## src/rtl/obstacle_scheduler_if.sv

```systemverilog
// Signal bundle between the obstacle scheduler, the game controller, the LFSR and the obstacle datapath.
interface obstacle_scheduler_if;
  logic       game_active;
  logic       frame_tick;
  logic [7:0] lfsr_data;
  logic       lfsr_enable;
  logic       spawn_valid;
  logic       spawn_ready;
  logic [1:0] spawn_type;
  logic [1:0] level;

  modport master (
    input  game_active, frame_tick, lfsr_data, spawn_ready,
    output lfsr_enable, spawn_valid, spawn_type, level
  );

  modport slave (
    output game_active, frame_tick, lfsr_data, spawn_ready,
    input  lfsr_enable, spawn_valid, spawn_type, level
  );
endinterface

```

## src/rtl/obstacle_scheduler.sv

```systemverilog
// Schedules obstacle spawns with a random frame gap that shrinks as the difficulty level rises.
// Optional macro DINO_BIRD_SPAWN_EN allows bird obstacles (spawn_type 3).
module obstacle_scheduler #(
  parameter int MIN_GAP      = 24,
  parameter int LEVEL_SPAWNS = 8
) (
  input  logic clk,
  input  logic rst,
  obstacle_scheduler_if.master bus
);

  typedef enum logic [1:0] {IDLE, WAIT_GAP, DRAW, OFFER} state_t;

  localparam logic [7:0] MIN_GAP_8  = 8'(MIN_GAP);
  localparam logic [7:0] LAST_SPAWN = 8'(LEVEL_SPAWNS - 1);

  state_t     state;
  state_t     state_next;
  logic [7:0] gap_cnt;
  logic [7:0] next_gap;
  logic [7:0] spawn_cnt;
  logic [1:0] spawn_type_r;
  logic [1:0] level_r;
  logic [4:0] draw_offset;
  logic [7:0] draw_gap;
  logic [1:0] draw_type;
  logic       abort;

  assign abort       = (state != IDLE) && !bus.game_active;
  assign draw_offset = bus.lfsr_data[7:3] >> level_r;
  assign draw_gap    = MIN_GAP_8 + {3'b000, draw_offset};

`ifdef DINO_BIRD_SPAWN_EN
  assign draw_type = bus.lfsr_data[1:0];
`else
  assign draw_type = (bus.lfsr_data[1:0] == 2'd3) ? 2'd0 : bus.lfsr_data[1:0];
`endif

  always_comb begin
    state_next = state;
    unique case (state)
      IDLE:     if (bus.game_active) state_next = WAIT_GAP;
      WAIT_GAP: begin
        if (!bus.game_active)
          state_next = IDLE;
        // Leave as the counter reaches zero so DRAW follows the final tick directly
        else if ((gap_cnt == 8'd0) || (bus.frame_tick && (gap_cnt == 8'd1)))
          state_next = DRAW;
      end
      DRAW:     state_next = bus.game_active ? OFFER : IDLE;
      OFFER: begin
        if (!bus.game_active)
          state_next = IDLE;
        else if (bus.spawn_ready)
          state_next = WAIT_GAP;
      end
      default:  state_next = IDLE;
    endcase
  end

  always_ff @(posedge clk) begin
    if (rst) begin
      state        <= IDLE;
      gap_cnt      <= 8'd0;
      next_gap     <= MIN_GAP_8;
      spawn_cnt    <= 8'd0;
      spawn_type_r <= 2'd0;
      level_r      <= 2'd0;
    end else begin
      state <= state_next;
      if (abort) begin
        spawn_cnt <= 8'd0;
        level_r   <= 2'd0;
      end else begin
        unique case (state)
          IDLE:     if (bus.game_active) gap_cnt <= MIN_GAP_8;
          WAIT_GAP: if (bus.frame_tick && (gap_cnt != 8'd0)) gap_cnt <= gap_cnt - 8'd1;
          DRAW: begin
            spawn_type_r <= draw_type;
            next_gap     <= draw_gap;
          end
          OFFER: begin
            if (bus.spawn_ready) begin
              gap_cnt <= next_gap;
              if (spawn_cnt == LAST_SPAWN) begin
                spawn_cnt <= 8'd0;
                if (level_r != 2'd3) level_r <= level_r + 2'd1;
              end else begin
                spawn_cnt <= spawn_cnt + 8'd1;
              end
            end
          end
          default: ;
        endcase
      end
    end
  end

  assign bus.lfsr_enable = (state != IDLE);
  assign bus.spawn_valid = (state == OFFER);
  assign bus.spawn_type  = spawn_type_r;
  assign bus.level       = level_r;

endmodule

```

## src/flat_wrapper.sv

```systemverilog
// flat-port wrapper written by rule: the top's interface ports become plain ports
module obstacle_scheduler_flat 
#(
  parameter int MIN_GAP      = 24,
  parameter int LEVEL_SPAWNS = 8
)
  (clk, rst, bus_game_active, bus_frame_tick, bus_lfsr_data, bus_spawn_ready, bus_lfsr_enable, bus_spawn_valid, bus_spawn_type, bus_level);
  obstacle_scheduler_if bus_i ();
  input  logic clk;
  input  logic rst;
  input wire logic [$bits(bus_i.game_active)-1:0] bus_game_active;
  input wire logic [$bits(bus_i.frame_tick)-1:0] bus_frame_tick;
  input wire logic [$bits(bus_i.lfsr_data)-1:0] bus_lfsr_data;
  input wire logic [$bits(bus_i.spawn_ready)-1:0] bus_spawn_ready;
  output wire logic [$bits(bus_i.lfsr_enable)-1:0] bus_lfsr_enable;
  output wire logic [$bits(bus_i.spawn_valid)-1:0] bus_spawn_valid;
  output wire logic [$bits(bus_i.spawn_type)-1:0] bus_spawn_type;
  output wire logic [$bits(bus_i.level)-1:0] bus_level;
  assign bus_i.game_active = bus_game_active;
  assign bus_i.frame_tick = bus_frame_tick;
  assign bus_i.lfsr_data = bus_lfsr_data;
  assign bus_i.spawn_ready = bus_spawn_ready;
  assign bus_lfsr_enable = bus_i.lfsr_enable;
  assign bus_spawn_valid = bus_i.spawn_valid;
  assign bus_spawn_type = bus_i.spawn_type;
  assign bus_level = bus_i.level;
  obstacle_scheduler #(.MIN_GAP(MIN_GAP), .LEVEL_SPAWNS(LEVEL_SPAWNS)) u_core (.clk(clk), .rst(rst), .bus(bus_i));
endmodule
```

## config.mk

```make
export PLATFORM = sky130hd
export DESIGN_NAME = obstacle_scheduler_flat
export DESIGN_NICKNAME = d
export VERILOG_FILES = /design/src/rtl/obstacle_scheduler_if.sv /design/src/rtl/obstacle_scheduler.sv /design/src/flat_wrapper.sv
export SDC_FILE = /design/constraint.sdc
export NUM_CORES = 1
export LEC_CHECK = 0
export CAP_MARGIN = 20
export CORE_MARGIN = 10
export CORE_UTILIZATION = 50
export DETAILED_ROUTE_END_ITERATION = 10
export PLACE_DENSITY_LB_ADDON = 0.08
export SETUP_SLACK_MARGIN = 0.5
export SKIP_CTS_REPAIR_TIMING = 1
export SLEW_MARGIN = 10
export SYNTH_ARGS = -nofsm -noshare
export SYNTH_HDL_FRONTEND = slang
export SYNTH_SLANG_ARGS = --single-unit
```

## constraint.sdc

```tcl
create_clock -name clk -period 2.9 [get_ports clk]
set_clock_uncertainty 0.15 [all_clocks]
set_input_delay 0.58 -clock clk [delete_from_list [all_inputs] [get_ports clk]]
set_output_delay 0.58 -clock clk [all_outputs]
set_load 0.01 [all_outputs]
```

==> qor.txt <==
status - finished, final reports clean
largest net degree at the start of global routing - 19
Yosys reg bits - 28
Fin Setup TNS - 0 ps
Rel. slew slack - 59.3%
Yosys top cell area share - 36.5%
synthesized area per cell - 8.35 um2
Final Cycle Share - 79.6%
antenna cell count - 0
Num CTS Buffers - 3
Std-Cell Rows - 20
WHS - 351 ps
ys flop type - dfxtp_1
Synth Instances - 184
worst-path fanout max - 18
full die area - 5690 um2
MaxCap Viol Count - 0
Reg area - 562 um2
critical path type - reg -> out
EDFF count, synth - 0
total track usage - 12.4%
vias - 1410
initial DRC count - 98
TritonCTS clock tree - done
Post-Synthesis Cell Area - 1540 um2
Reg clk slew, reported paths - 140 ps
Worst VDD drop - 0.000289 V
area of placed instances - 1740 um2
first-pass GRT wire length - 5660 um
Initial Util - 51.2%
final instance area - 1780 um2
overall power - 680 uW
Die Width - 75.4 um
YS warnings - 0
placer congestion estimate - 0.845
unrepaired setup endpoints after global routing - yes
number of nets in the layout - 221
drt drc - 0
FILL cells - 283
Core Util, Final - 59.1%
Leakage - 0.000697 uW
Required @ worst endpoint - 2170 ps
Final Routed Wirelength - 3330 um
post-DR wirelength/cell - 14.3 um
Pwr per Cell Area - 383 nW/um2
worst-skew pair later-pin latency - 320 ps
Slew @ Worst Pin - 608 ps
share of cells above drive strength 1 - 6.00%
most common cell in the synthesized netlist - dfxtp_1
Arr. time, crit path - 1580 ps
Async S/R FF share, synth - 0%
Sink Count - 28
Setup crit end kind - output pin
vias in the first global route - 1317
Layout area overhead - 15.6%
Yosys top cell by area - dfxtp_1
startpoint class of the critical path - register
Synthesized Nets - 203
synth cell count leaders - 28 x dfxtp_1, 27 x nor2_1, 13 x nand2_1, 12 x mux2i_1, 11 x a21oi_1
CTS Root Cell - clkbuf_4
footprint of the multi-input gates - 923 um2
I/O Pins - 19
Yosys cell types - 40
Core Area - 3000 um2
worst hold-check path type - reg -> reg
vias per cell - 6.05
Synth area leaders - dfxtp_1 36%, mux2i_1 7.8%, nor2_1 6.6%, ha_1 4.9%, a21oi_1 3.6%
Clock Path Buffers - 2
antenna viol nets, final - 0
hold violation count in the final report - 0
drt first pass iters - 4
Fmax - 433 MHz
min cycle time layout - 2310 ps
max-slew violations - 0
Seq/Total Area, Yosys - 36.5%
count of final setup violators - 0
Port-buffer cells - 17
DP HPWL - 2590 um
die span in y - 75.4 um
initial antenna violation count - 0
GRT overflow - 0
CTS H-Tree Depth - 1
-- path summary, 6_finish.rpt --
check	slack (ps)	from	cells past startpoint	end
setup / recovery	590	u_core.state[1]	4	bus_lfsr_enable
hold / removal	350	u_core.gap_cnt[7]	2	u_core.gap_cnt[7]
setup reg to reg	750	u_core.gap_cnt[2]	4	u_core.gap_cnt[7]
hold reg to reg	350	u_core.gap_cnt[7]	2	u_core.gap_cnt[7]
-- sequential cells by signal (all words and copies together) (netlist names) --
| name | cells |
|---|---|
| u_core.bus.level | 2 |
| u_core.spawn_cnt | 8 |
| u_core.state | 2 |
| u_core.gap_cnt | 8 |
| u_core.next_gap | 6 |
| u_core.bus.spawn_type | 2 |
-- metrics by stage --
stage	instances	setup WS (ps)
6_report	233	592
5_1_grt	233	491
4_1_cts	232	494
3_5_place_dp	229	324
3_3_place_gp	229	427
2_1_floorplan	184	890
-- layout make-up --
type | count | share of cell area [%]
flip-flops and latches | 28 | 31.6
inverters | 6 | 1.27
clock buffers | 3 | 1.27
repair buffers | 21 | 11.5
multi-input cells | 142 | 52.0
well taps | 33 | 2.33
-- cells by family after synthesis --
logic type	count (synthesis)	share of synthesized area (%)
AND/OR/NAND/NOR	77	25.9
AO/OA/AOI/OAI	40	17.5
flip-flops	28	36.5
buffers and inverters	14	3.42
multiplexers	12	7.82
XOR/XNOR	7	3.99
adder cells (fa/ha/maj)	6	4.89
-- layer usage --
metal / wire length, um / share of wire, % / global-route usage, % / vias up
met5: 0 / 0 / 0 / -
met4: 32 / 0.96 / 4.74 / 0
met3: 303 / 9.1 / 3.65 / 4
met2: 1530 / 46 / 20.9 / 54
met1: 1460 / 44 / 14.4 / 647
li1: - / - / - / 705
-- worst max-delay path: stages (launching register included) --
cell,delay [ps]
dfxtp_1,400
buf_6,180
nor2_1,70
inv_1,70
clkdlybuf4s50_1,540
-- report_power, final --
| group | switching, uW | leakage [uW] | internal [uW] | total [uW] |
|---|---|---|---|---|
| Clock | 105 | 0.0000138 | 48.6 | 154 |
| Combinational | 64.1 | 0.000456 | 56.1 | 120 |
| Sequential | 11.6 | 0.000227 | 395 | 406 |
-- placed cells by master, fill, tap and decap left out, types with 5 or more instances in the layout --
| cell | instances |
|---|---|
| a21oi_1 | 11 |
| clkdlybuf4s50_1 | 17 |
| dfxtp_1 | 27 |
| ha_1 | 6 |
| inv_1 | 6 |
| mux2i_1 | 12 |
| nand2_1 | 13 |
| nand4_1 | 5 |
| nor2_1 | 27 |
| o211ai_1 | 5 |
| o21ai_0 | 9 |
Power figures use the tool's default switching activity.
